File: config.mk
export PLATFORM = sky130hd
export DESIGN_NAME = nios2_oci_dct_pack_ctrl
export DESIGN_NICKNAME = d
export VERILOG_FILES = /design/src/rtl/nios2_oci_dct_pack_ctrl.sv
export SDC_FILE = /design/constraint.sdc
export NUM_CORES = 1
export LEC_CHECK = 0
export ABC_CLOCK_PERIOD_IN_PS = 2300
export BUFFER_PORTS_ARGS = -buffer_cell sky130_fd_sc_hd__clkbuf_2
export CAP_MARGIN = 30
export CORE_AREA = 2 2 112 114
export DETAILED_ROUTE_END_ITERATION = 7
export DIE_AREA = 0 0 114 116
export PLACE_DENSITY_LB_ADDON = 0.2
export SYNTH_ARGS = -nofsm -noshare
export SYNTH_HDL_FRONTEND = slang
export SYNTH_SLANG_ARGS = --single-unit
File: constraint.sdc
create_clock -name clk -period 2.3 [get_ports clk]
set_input_delay 0.345 -clock clk [delete_from_list [all_inputs] [get_ports clk]]
set_output_delay 0.345 -clock clk [all_outputs]
set_load 0.05 [all_outputs]
File: src/rtl/nios2_oci_dct_pack_ctrl.sv
// Packs 2-bit trace atoms into 15-atom words with flush and output backpressure.
// Build option: NIOS2_OCI_DCT_DROP_CNT_EN enables the saturating dropped-atom counter.
module nios2_oci_dct_pack_ctrl (
    input  logic        clk,
    input  logic        reset,
    input  logic        atom_valid,
    input  logic [1:0]  atom_data,
    input  logic        flush,
    input  logic        test_ending,
    output logic        atom_ready,
    output logic        out_valid,
    input  logic        out_ready,
    output logic [29:0] out_data,
    output logic [3:0]  out_count,
    output logic [29:0] dct_buffer,
    output logic [3:0]  dct_count,
    output logic [7:0]  drop_cnt
);

    localparam logic [1:0] IDLE = 2'd0;
    localparam logic [1:0] FILL = 2'd1;
    localparam logic [1:0] HOLD = 2'd2;

    logic [1:0]  state;
    logic [1:0]  state_nxt;
    logic        flush_pend;
    logic        flush_pend_nxt;
    logic        slot_free;
    logic        flush_now;
    logic        emit;
    logic        accept;
    logic [29:0] buf_nxt;
    logic [3:0]  cnt_nxt;

    assign slot_free  = !out_valid || out_ready;
    assign flush_now  = flush || test_ending;
    // HOLD covers both a full buffer and a deferred flush.
    assign emit       = slot_free &&
                        ((state == HOLD) || (flush_now && state == FILL));
    assign atom_ready = (dct_count != 4'd15) || emit;
    assign accept     = atom_valid && atom_ready;

    // Next buffer contents, pending-flush flag and packer state.
    always_comb begin
        buf_nxt        = dct_buffer;
        cnt_nxt        = dct_count;
        flush_pend_nxt = flush_pend;
        state_nxt      = state;
        if (emit) begin
            buf_nxt        = '0;
            cnt_nxt        = '0;
            flush_pend_nxt = 1'b0;
        end else if (flush_now && dct_count != 4'd0 && !slot_free) begin
            flush_pend_nxt = 1'b1;
        end
        if (accept) begin
            buf_nxt = buf_nxt | (30'(atom_data) << {cnt_nxt, 1'b0});
            cnt_nxt = cnt_nxt + 4'd1;
        end
        unique case (1'b1)
            (cnt_nxt == 4'd0):                      state_nxt = IDLE;
            (cnt_nxt == 4'd15) || flush_pend_nxt:   state_nxt = HOLD;
            default:                                state_nxt = FILL;
        endcase
    end

    // Packing buffer registers.
    always_ff @(posedge clk or posedge reset) begin
        if (reset) begin
            dct_buffer <= '0;
            dct_count  <= '0;
            flush_pend <= 1'b0;
            state      <= IDLE;
        end else begin
            dct_buffer <= buf_nxt;
            dct_count  <= cnt_nxt;
            flush_pend <= flush_pend_nxt;
            state      <= state_nxt;
        end
    end

    // Output word slot; held stable while stalled.
    always_ff @(posedge clk or posedge reset) begin
        if (reset) begin
            out_data  <= '0;
            out_count <= '0;
            out_valid <= 1'b0;
        end else if (emit) begin
            out_data  <= dct_buffer;
            out_count <= dct_count;
            out_valid <= 1'b1;
        end else if (out_ready) begin
            out_valid <= 1'b0;
        end
    end

`ifdef NIOS2_OCI_DCT_DROP_CNT_EN
    // Count atoms refused while the buffer is full, saturating.
    always_ff @(posedge clk or posedge reset) begin
        if (reset) begin
            drop_cnt <= '0;
        end else if (atom_valid && !atom_ready && drop_cnt != 8'hFF) begin
            drop_cnt <= drop_cnt + 8'd1;
        end
    end
`else
    assign drop_cnt = '0;
`endif

endmodule

# Word level (Yosys, flattened, before mapping)
# Cells that the tools add are included.
# totals
in_bits,8
output_inout_bits,78
mem_bits_ro,0
wordCells,38
ff_bits,72
mem_count,0
latch_bits,0
ramBits,0
# op_classes
multipliers,0
mux,9
add_sub_neg,1
eq_ne,4
n_div,0
n_lt_le_gt_ge,0
reduce_logical,15
bitwise_logic,1
shift,1
# ops
operator,count
$mux 30,2
$or 30x30->30,1
$shl 2x5->30,1
$mux 4,2
$logic_and 1x1->1,5
$logic_or 1x1->1,5
$add 4x1->4 const B,1
$eq 4x4->1 const B,1
$logic_not 4->1,1
$mux 1,4
$ne 4x4->1 const B,1
$pmux 2 s2,1
$reduce_bool 4->1,1
$eq 2x1->1 const B,1
$eq 2x2->1 const B,1
$logic_not 1->1,2
$reduce_bool 2->1,1

# Depth between registers and ports, before layout
# Gate-level depths: netlist of the first run.
# depth
ltp_word,10
ltp_mapped,11
depth_no_buf,10

# Worst setup path after synthesis of the first run
# Ideal clock, no wire load.
# synth_path
kind,register -> register
start,register out_valid
end,register state[0]
arrival_time_ps,2281
t_required_ps,2161
period_less_slack_ps,2420
path_buffers,1
setup_slack_ps,-120
setup_ps,139
stages_incl_launch_ff,11
path_cell_list,dfrtp_1 and2b_1 nor2_4 buf_2 nor2_1 ha_1 o21ai_0 a211oi_1 o221ai_1 nand3_1 a21oi_1
# synth_via
elab_chain_cells,9
elab_cells_between_ends,16
cone_classes,1 x add/sub; 1 x eq/ne; 5 x mux; 9 x reduce/logical
# synth_rtl
item,line_no,rtl
start: declaration,11,"output logic out_valid,"
start signal: assignment,87,out_valid <= 1'b0;
start signal: assignment,91,out_valid <= 1'b1;
start signal: assignment,93,out_valid <= 1'b0;
$logic_not 1->1 *,35,assign slot_free = !out_valid || out_ready;
$logic_or 1x1->1 *,35,
$logic_and 1x1->1,38,assign emit = slot_free &&
$mux 4 or $logic_or 1x1->1 (tied branches),"49, 40",
$add 4x1->4 or $logic_and 1x1->1 (tied branches),"58, 41",
$mux 4,56,if (accept) begin
$eq 4x4->1,62,(cnt_nxt == 4'd15) || flush_pend_nxt: state_nxt = HOLD;
$logic_or 1x1->1,62,
$pmux 2 s2 *,60,unique case (1'b1)
named net state_nxt[0],25,logic [1:0] state_nxt;
end signal: assignment,78,state <= state_nxt;
end: declaration,24,logic [1:0] state;
# The timed path passes the listed nets; every way through them passes the cells marked *.
# A chain may end at the register's enable or synchronous reset.

# Worst setup path after layout of the first run
# layout_path
start,register state[1]
end,output atom_ready
# layout_via
elab_chain_cells,5
elab_cells_between_ends,6
cone_classes,2 x eq/ne; 4 x reduce/logical
# layout_rtl
item,line_no,rtl
$eq 2x1->1,39,((state == HOLD) || (flush_now && state == FILL));
$logic_and 1x1->1,39,
$logic_or 1x1->1 *,39,
$logic_and 1x1->1 *,38,
$logic_or 1x1->1 *,40,assign atom_ready = (dct_count != 4'd15) || emit;
end: declaration,10,"output logic atom_ready,"
# Mark *: on every way between the ends. The rest lies on a longest branch, timed or not.

==> results of run 1 <==
-- power by group through the flow --
stage / registers [mW] / clock network, mW / logic (mW)
after floorplan: 2.88 / 0 / 1.22
after global placement: 1.87 / 0 / 2.94
after detailed placement: 1.88 / 0 / 2.95
after CTS: 1.86 / 1.49 / 2.96
after global routing: 1.90 / 1.54 / 3.17
final: 1.85 / 1.44 / 2.93
-- state kept, by name (all words and copies together), names as in the netlist --
signal and cells:
dct_buffer 30, out_data 30, dct_count 4, out_count 4
state 2, flush_pend 1, out_valid 1
-- per-stage QoR --
| step | area, sq um | setup slack [ns] |
|---|---|---|
| after floorplan | 3102 | -0.02048 |
| after global placement | 3593 | 0.1740 |
| after detailed placement | 3593 | 0.08337 |
| after CTS | 3901 | 0.1154 |
| after global routing | 3906 | 0.01277 |
| final | 3906 | 0.1584 |
-- worst paths after layout --
check	start	end	slack, ns	depth (start not counted)
min in group clk	atom_data[1]	dct_buffer[23]	0.34	3
hold reg to reg	out_data[6]	out_data[6]	0.47	2
setup reg to reg	state[1]	state[1]	0.19	9
setup / recovery	state[1]	atom_ready	0.16	5
hold / removal	reset	dct_buffer[11]	0.02	2
max in group asynchronous	reset	out_data[0]	1.66	3
-- cell type report --
type / instances / area [sq um]
fillers: 1256 / 8005
flip-flops and latches: 72 / 1803
multi-input cells: 221 / 1116
repair buffers: 86 / 465.4
clock buffers: 12 / 256.5
well taps: 147 / 183.9
clock inverters: 4 / 51.30
inverters: 7 / 30.03
-- synthesized netlist by cell type (all sizes together) --
library cell | instances | area share [%]
buf | 22 | 4.6
nor3 | 3 | 0.49
nor4 | 2 | 0.81
and2b | 1 | 0.24
a32o | 4 | 1.3
a21oi | 8 | 1.5
nand2 | 120 | 15
and3 | 1 | 0.20
a221o | 1 | 0.33
or2 | 2 | 0.49
nand3 | 3 | 0.49
nor2 | 14 | 2.0
o21ai | 17 | 2.8
a22o | 13 | 3.7
o211ai | 3 | 0.73
ha | 1 | 0.41
o221ai | 1 | 0.29
nand4 | 2 | 0.41
conb | 1 | 0.12
and2 | 1 | 0.20
a31oi | 3 | 0.61
nor2b | 4 | 0.81
a21o | 1 | 0.24
and4 | 1 | 0.29
inv | 7 | 0.86
dfrtp | 72 | 59
o32ai | 1 | 0.29
o211a | 1 | 0.33
o21a | 1 | 0.49
a211oi | 1 | 0.24
clkbuf | 4 | 0.49
nand2b | 3 | 0.86
-- layer usage --
metal  share of wire, %  global-route usage, %  vias to the layer above
li1                   -                      -                     1200
met1                 47                  18.32                     1194
met2                 46                  20.44                       67
met3                5.8                  4.969                        8
met4                1.1                  4.146                        0
met5                  0                      0                        -
-- cell usage in the layout (no fill, tap or decap), drive strengths merged --
master    Yosys  layout
a211oi        1       1
a21o          1       1
a21oi         8       8
a221o         1       1
a22o         13      13
a31oi         3       3
a32o          4       4
and2          1       1
and2b         1       1
and3          1       1
and4          1       1
buf          22       9
bufinv        0       1
clkbuf        4      89
clkinv        0       1
clkinvlp      0       2
conb          1       8
dfrtp        72      72
ha            1       1
inv           7       7
nand2       120     120
nand2b        3       3
nand3         3       3
nand4         2       2
nor2         14      14
nor2b         4       4
nor3          3       3
nor4          2       2
o211a         1       1
o211ai        3       3
o21a          1       1
o21ai        17      17
o221ai        1       1
o32ai         1       1
or2           2       2
-- cell families after synthesis --
logic type                 after synthesis  synth area share [%]
buffers and inverters                   33                 5.990
DFF                                     72                 58.68
AOI/OAI and AO/OA                       55                 12.88
and+or+nand+nor                        157                 21.92
adders and majority gates                1                0.4074
other                                    1                0.1221
-- repair_timing --
| action | in CTS | in global routing |
|---|---|---|
| hold endpoints to repair | 0 | 0 |
| endpoints found under the setup margin | 0 | 1 |
| resized for setup | 0 | 1 |
==> results_dict.tcl, run 1 <==
set metrics [dict create \
    outcome "finished, final reports clean" \
    slew_viol_final 0 \
    dpl.hpwl_um 5964 \
    p_seq_share_pct 29.8 \
    power_density_mw_per_mm2 1593 \
    ant_nets 0 \
    hold_path_class "primary input to asynchronous set/reset pin" \
    antenna_found_initial 0 \
    ys_ff_latch 72 \
    io_buffer_count 77 \
    skew_ns 0.008242 \
    path_buf_inv 1 \
    whs_ns 0.01844 \
    comb_power_share_pct 47.0 \
    cp_top_family "simple AND/OR/NAND/NOR gates" \
    cts_tree "yes" \
    post_synth_inst_count 319 \
    instances_no_fill 549 \
    yosysSeqAreaShare_pct 58.68 \
    wl_per_cell_um 15.33 \
    power_frac_clock_pct 23.2 \
    setup_viol 0 \
    post-place-cells 533 \
    path_clk_slew_ns 0.06 \
    die_area_sq_mm 0.01322 \
    power_switching_mw 3.027 \
    clk_latency_ns 0.34 \
    grt_overflow_total 0 \
    grt_max_degree 55 \
    rsz0062_at_grt "false" \
    irDropWorstVdd_mv 0.7347 \
    yosys.cell_types.count 39 \
    num_vias 2469 \
    finalHoldViolCount 0 \
    post_drt_via_cell_ratio 4.497 \
    track_usage_pct 13.58 \
    gp_congestion 0.7125 \
    p_int_mw 3.195 \
    period_share_pct 93.11 \
    maxCapViolations 0 \
    wl_um 8414 \
    cp_cell_sequence "nand2b_4, o21a_4, or2_4, nand2_1, clkbuf_2" \
    grt_pass1_vias 2382 \
    cts_buffer_depth 2 \
    p_leak_nw 2.086 \
    fp-row-count 40 \
    ioPinCount 86 \
    end_kind "primary output" \
    min_period_ns 2.142 \
    syn_area_sq_mm 0.003070 \
    drc 0 \
    crit_path_max_fanout 18 \
    post-route-util_pct 32.79 \
    arrival_ns 1.80 \
    cts_sinks 72 \
    max_stage_delay_ns 0.38 \
    postCtsHoldBufs 0 \
    cp_slowest_cell "dfrtp_1" \
    cts_root_buf "clkbuf_16" \
    cts_buffers 9 \
    crit_path_start_kind "flop" \
    synth_warnings 0 \
    n_antenna_cell 0 \
    die_y_um 116 \
    die_w_um 114 \
    tns_ns 0 \
    cp.required_ns 1.96 \
    nNetsFinal 406 \
    dr.pass1.iters 4 \
    grt_first_pass_wirelength_um 13570 \
    avgSynthCellArea_sq_um 9.625 \
    critical_path_class "flop to primary output" \
    postCtsSetupBuffers 0 \
    htreeDepth 3 \
    switching_share_pct 48.65 \
    start_util_pct 25.78 \
    syn2layout_area_growth_pct 27.22 \
    drt-initial-drc-count 122 \
    clock.fmax_mhz 466.9 \
    final_layout_size_suffix_gt1_share_pct 28.11 \
    p_total_mw 6.222 \
    core_area_sq_mm 0.01191 \
]
Power figures use the tool's default switching activity.
==> run 2: changes to the inputs <==
--- a/config.mk
+++ b/config.mk
@@ -11,6 +11,7 @@
 export CORE_AREA = 2 2 112 114
 export DETAILED_ROUTE_END_ITERATION = 7
 export DIE_AREA = 0 0 114 116
+export MAX_ROUTING_LAYER = met4
 export PLACE_DENSITY_LB_ADDON = 0.2
 export SYNTH_ARGS = -nofsm -noshare
 export SYNTH_HDL_FRONTEND = slang
==> results_dict.tcl, run 2 (same netlist as run 1, synthesis figures left out) <==
set metrics [dict create \
    cp.required_ns 1.96 \
    stdcell_area_sq_mm 0.003906 \
    period_share_pct 93.17 \
    cts_buffer_depth 2 \
    startpoint "state[1]" \
    fp-row-count 40 \
    wl_um 8446 \
    gp_congestion 0.7207 \
    postCtsHoldBufs 0 \
    critical_path_class "flop to primary output" \
    post-place-cells 533 \
    p_total_mw 6.225 \
    wl_per_cell_um 15.38 \
    slew_viol_final 0 \
    post-route-util_pct 32.79 \
    irDropWorstVdd_mv 0.7382 \
    rsz0062_at_grt "false" \
    end_kind "primary output" \
    io_buffer_count 77 \
    cts_tree "yes" \
    post_drt_via_cell_ratio 4.488 \
    track_usage_pct 14.04 \
    core_area_sq_mm 0.01191 \
    power_density_mw_per_mm2 1594 \
    top_usage_layer "met2" \
    met2_usage_pct 20.32 \
    grt_pass1_vias 2375 \
    rr_startpoint "state[1]" \
    crit_path_start_kind "flop" \
    fin_ws_ns 0.1571 \
    instances_no_fill 549 \
    antenna_found_initial 0 \
    clk_latency_ns 0.34 \
    finalHoldViolCount 0 \
    die_w_um 114 \
    p_leak_nw 2.086 \
    die_area_sq_mm 0.01322 \
    cp_top_family "simple AND/OR/NAND/NOR gates" \
    dpl.hpwl_um 5964 \
    placed_cell_area_sq_mm 0.003593 \
    path_clk_slew_ns 0.06 \
    cts_sinks 72 \
    cts_root_buf "clkbuf_16" \
    setup_viol 0 \
    skew_ns 0.009084 \
    met3_usage_pct 4.916 \
    start_util_pct 25.78 \
    seq_area_sq_mm 0.001803 \
    crit_path_max_fanout 18 \
    mostFrequentLayoutCells "nand2_1 (120), clkbuf_2 (77), dfrtp_1 (71)" \
    hold_path_class "primary input to asynchronous set/reset pin" \
    outcome "finished, final reports clean" \
    drt-initial-drc-count 118 \
    num_vias 2464 \
    grtUsageMet1_pct 18.55 \
    path_buf_inv 1 \
    ant_nets 0 \
    multiInputGateArea_sq_mm 0.001116 \
    whs_ns 0.01686 \
    grt_max_degree 55 \
    die_y_um 116 \
    cp_slowest_cell "dfrtp_1" \
    syn2layout_area_growth_pct 27.22 \
    drc 0 \
    min_period_ns 2.143 \
    final_common_cell "nand2_1" \
    n_antenna_cell 0 \
    max_stage_delay_ns 0.38 \
    final_layout_size_suffix_gt1_share_pct 28.11 \
    top_regs "dct_buffer: 30 flops, out_data: 30 flops" \
    maxCapViolations 0 \
    ioPinCount 86 \
    clock.fmax_mhz 466.7 \
    cts_buffers 9 \
    dr.pass1.iters 5 \
    nNetsFinal 406 \
    tns_ns 0 \
    htreeDepth 3 \
    grt_overflow_total 0 \
    cp_cell_sequence "nand2b_4, o21a_4, or2_4, nand2_1, clkbuf_2" \
    arrival_ns 1.80 \
    place_ws_ns 0.08337 \
    grt_first_pass_wirelength_um 13580 \
    fill_cells 1256 \
]
## run 2: timing repair
item                       in CTS  in global routing
buffers inserted                0                  0
setup endpoints to repair       0                  1
resized for setup               0                  1
## run 2: where the power goes
part | total, mW | internal, mW | switching, mW
combinational | 2.93 | 0.690 | 2.24
sequential | 1.85 | 1.60 | 0.248
clock | 1.45 | 0.901 | 0.546
## run 2: worst register-to-register path: cells and delay by family, from the launching register on
kind	cells	cell delay (ns)
flops	1	0.38
compound gates	5	0.96
simple gates	3	0.33
fa+ha+maj	1	0.34
## run 2: layout make-up
cell class	instances	share of cell area, %
multi-input cells	221	28.57
clock buffers	12	6.566
flip-flops and latches	72	46.16
well taps	147	4.709
inverters	7	0.7687
clock inverters	4	1.313
repair buffers	86	11.92
## run 2: worst paths after layout
path                       slack, ns             end  depth (start not counted)
min reg2reg                     0.47    out_data[16]                          2
max reg2reg                     0.19        state[1]                          9
max in group asynchronous       1.66     out_data[0]                          3
max                             0.16      atom_ready                          5
min in group clk                0.34  dct_buffer[23]                          3
min                             0.02  dct_buffer[11]                          2
## run 2: per-layer routing
| metal | wire [um] | part of all wire, % |
|---|---|---|
| met5 | 0 | 0 |
| met4 | 54 | 0.64 |
| met3 | 482 | 5.7 |
| met2 | 3914 | 46 |
| met1 | 3995 | 47 |
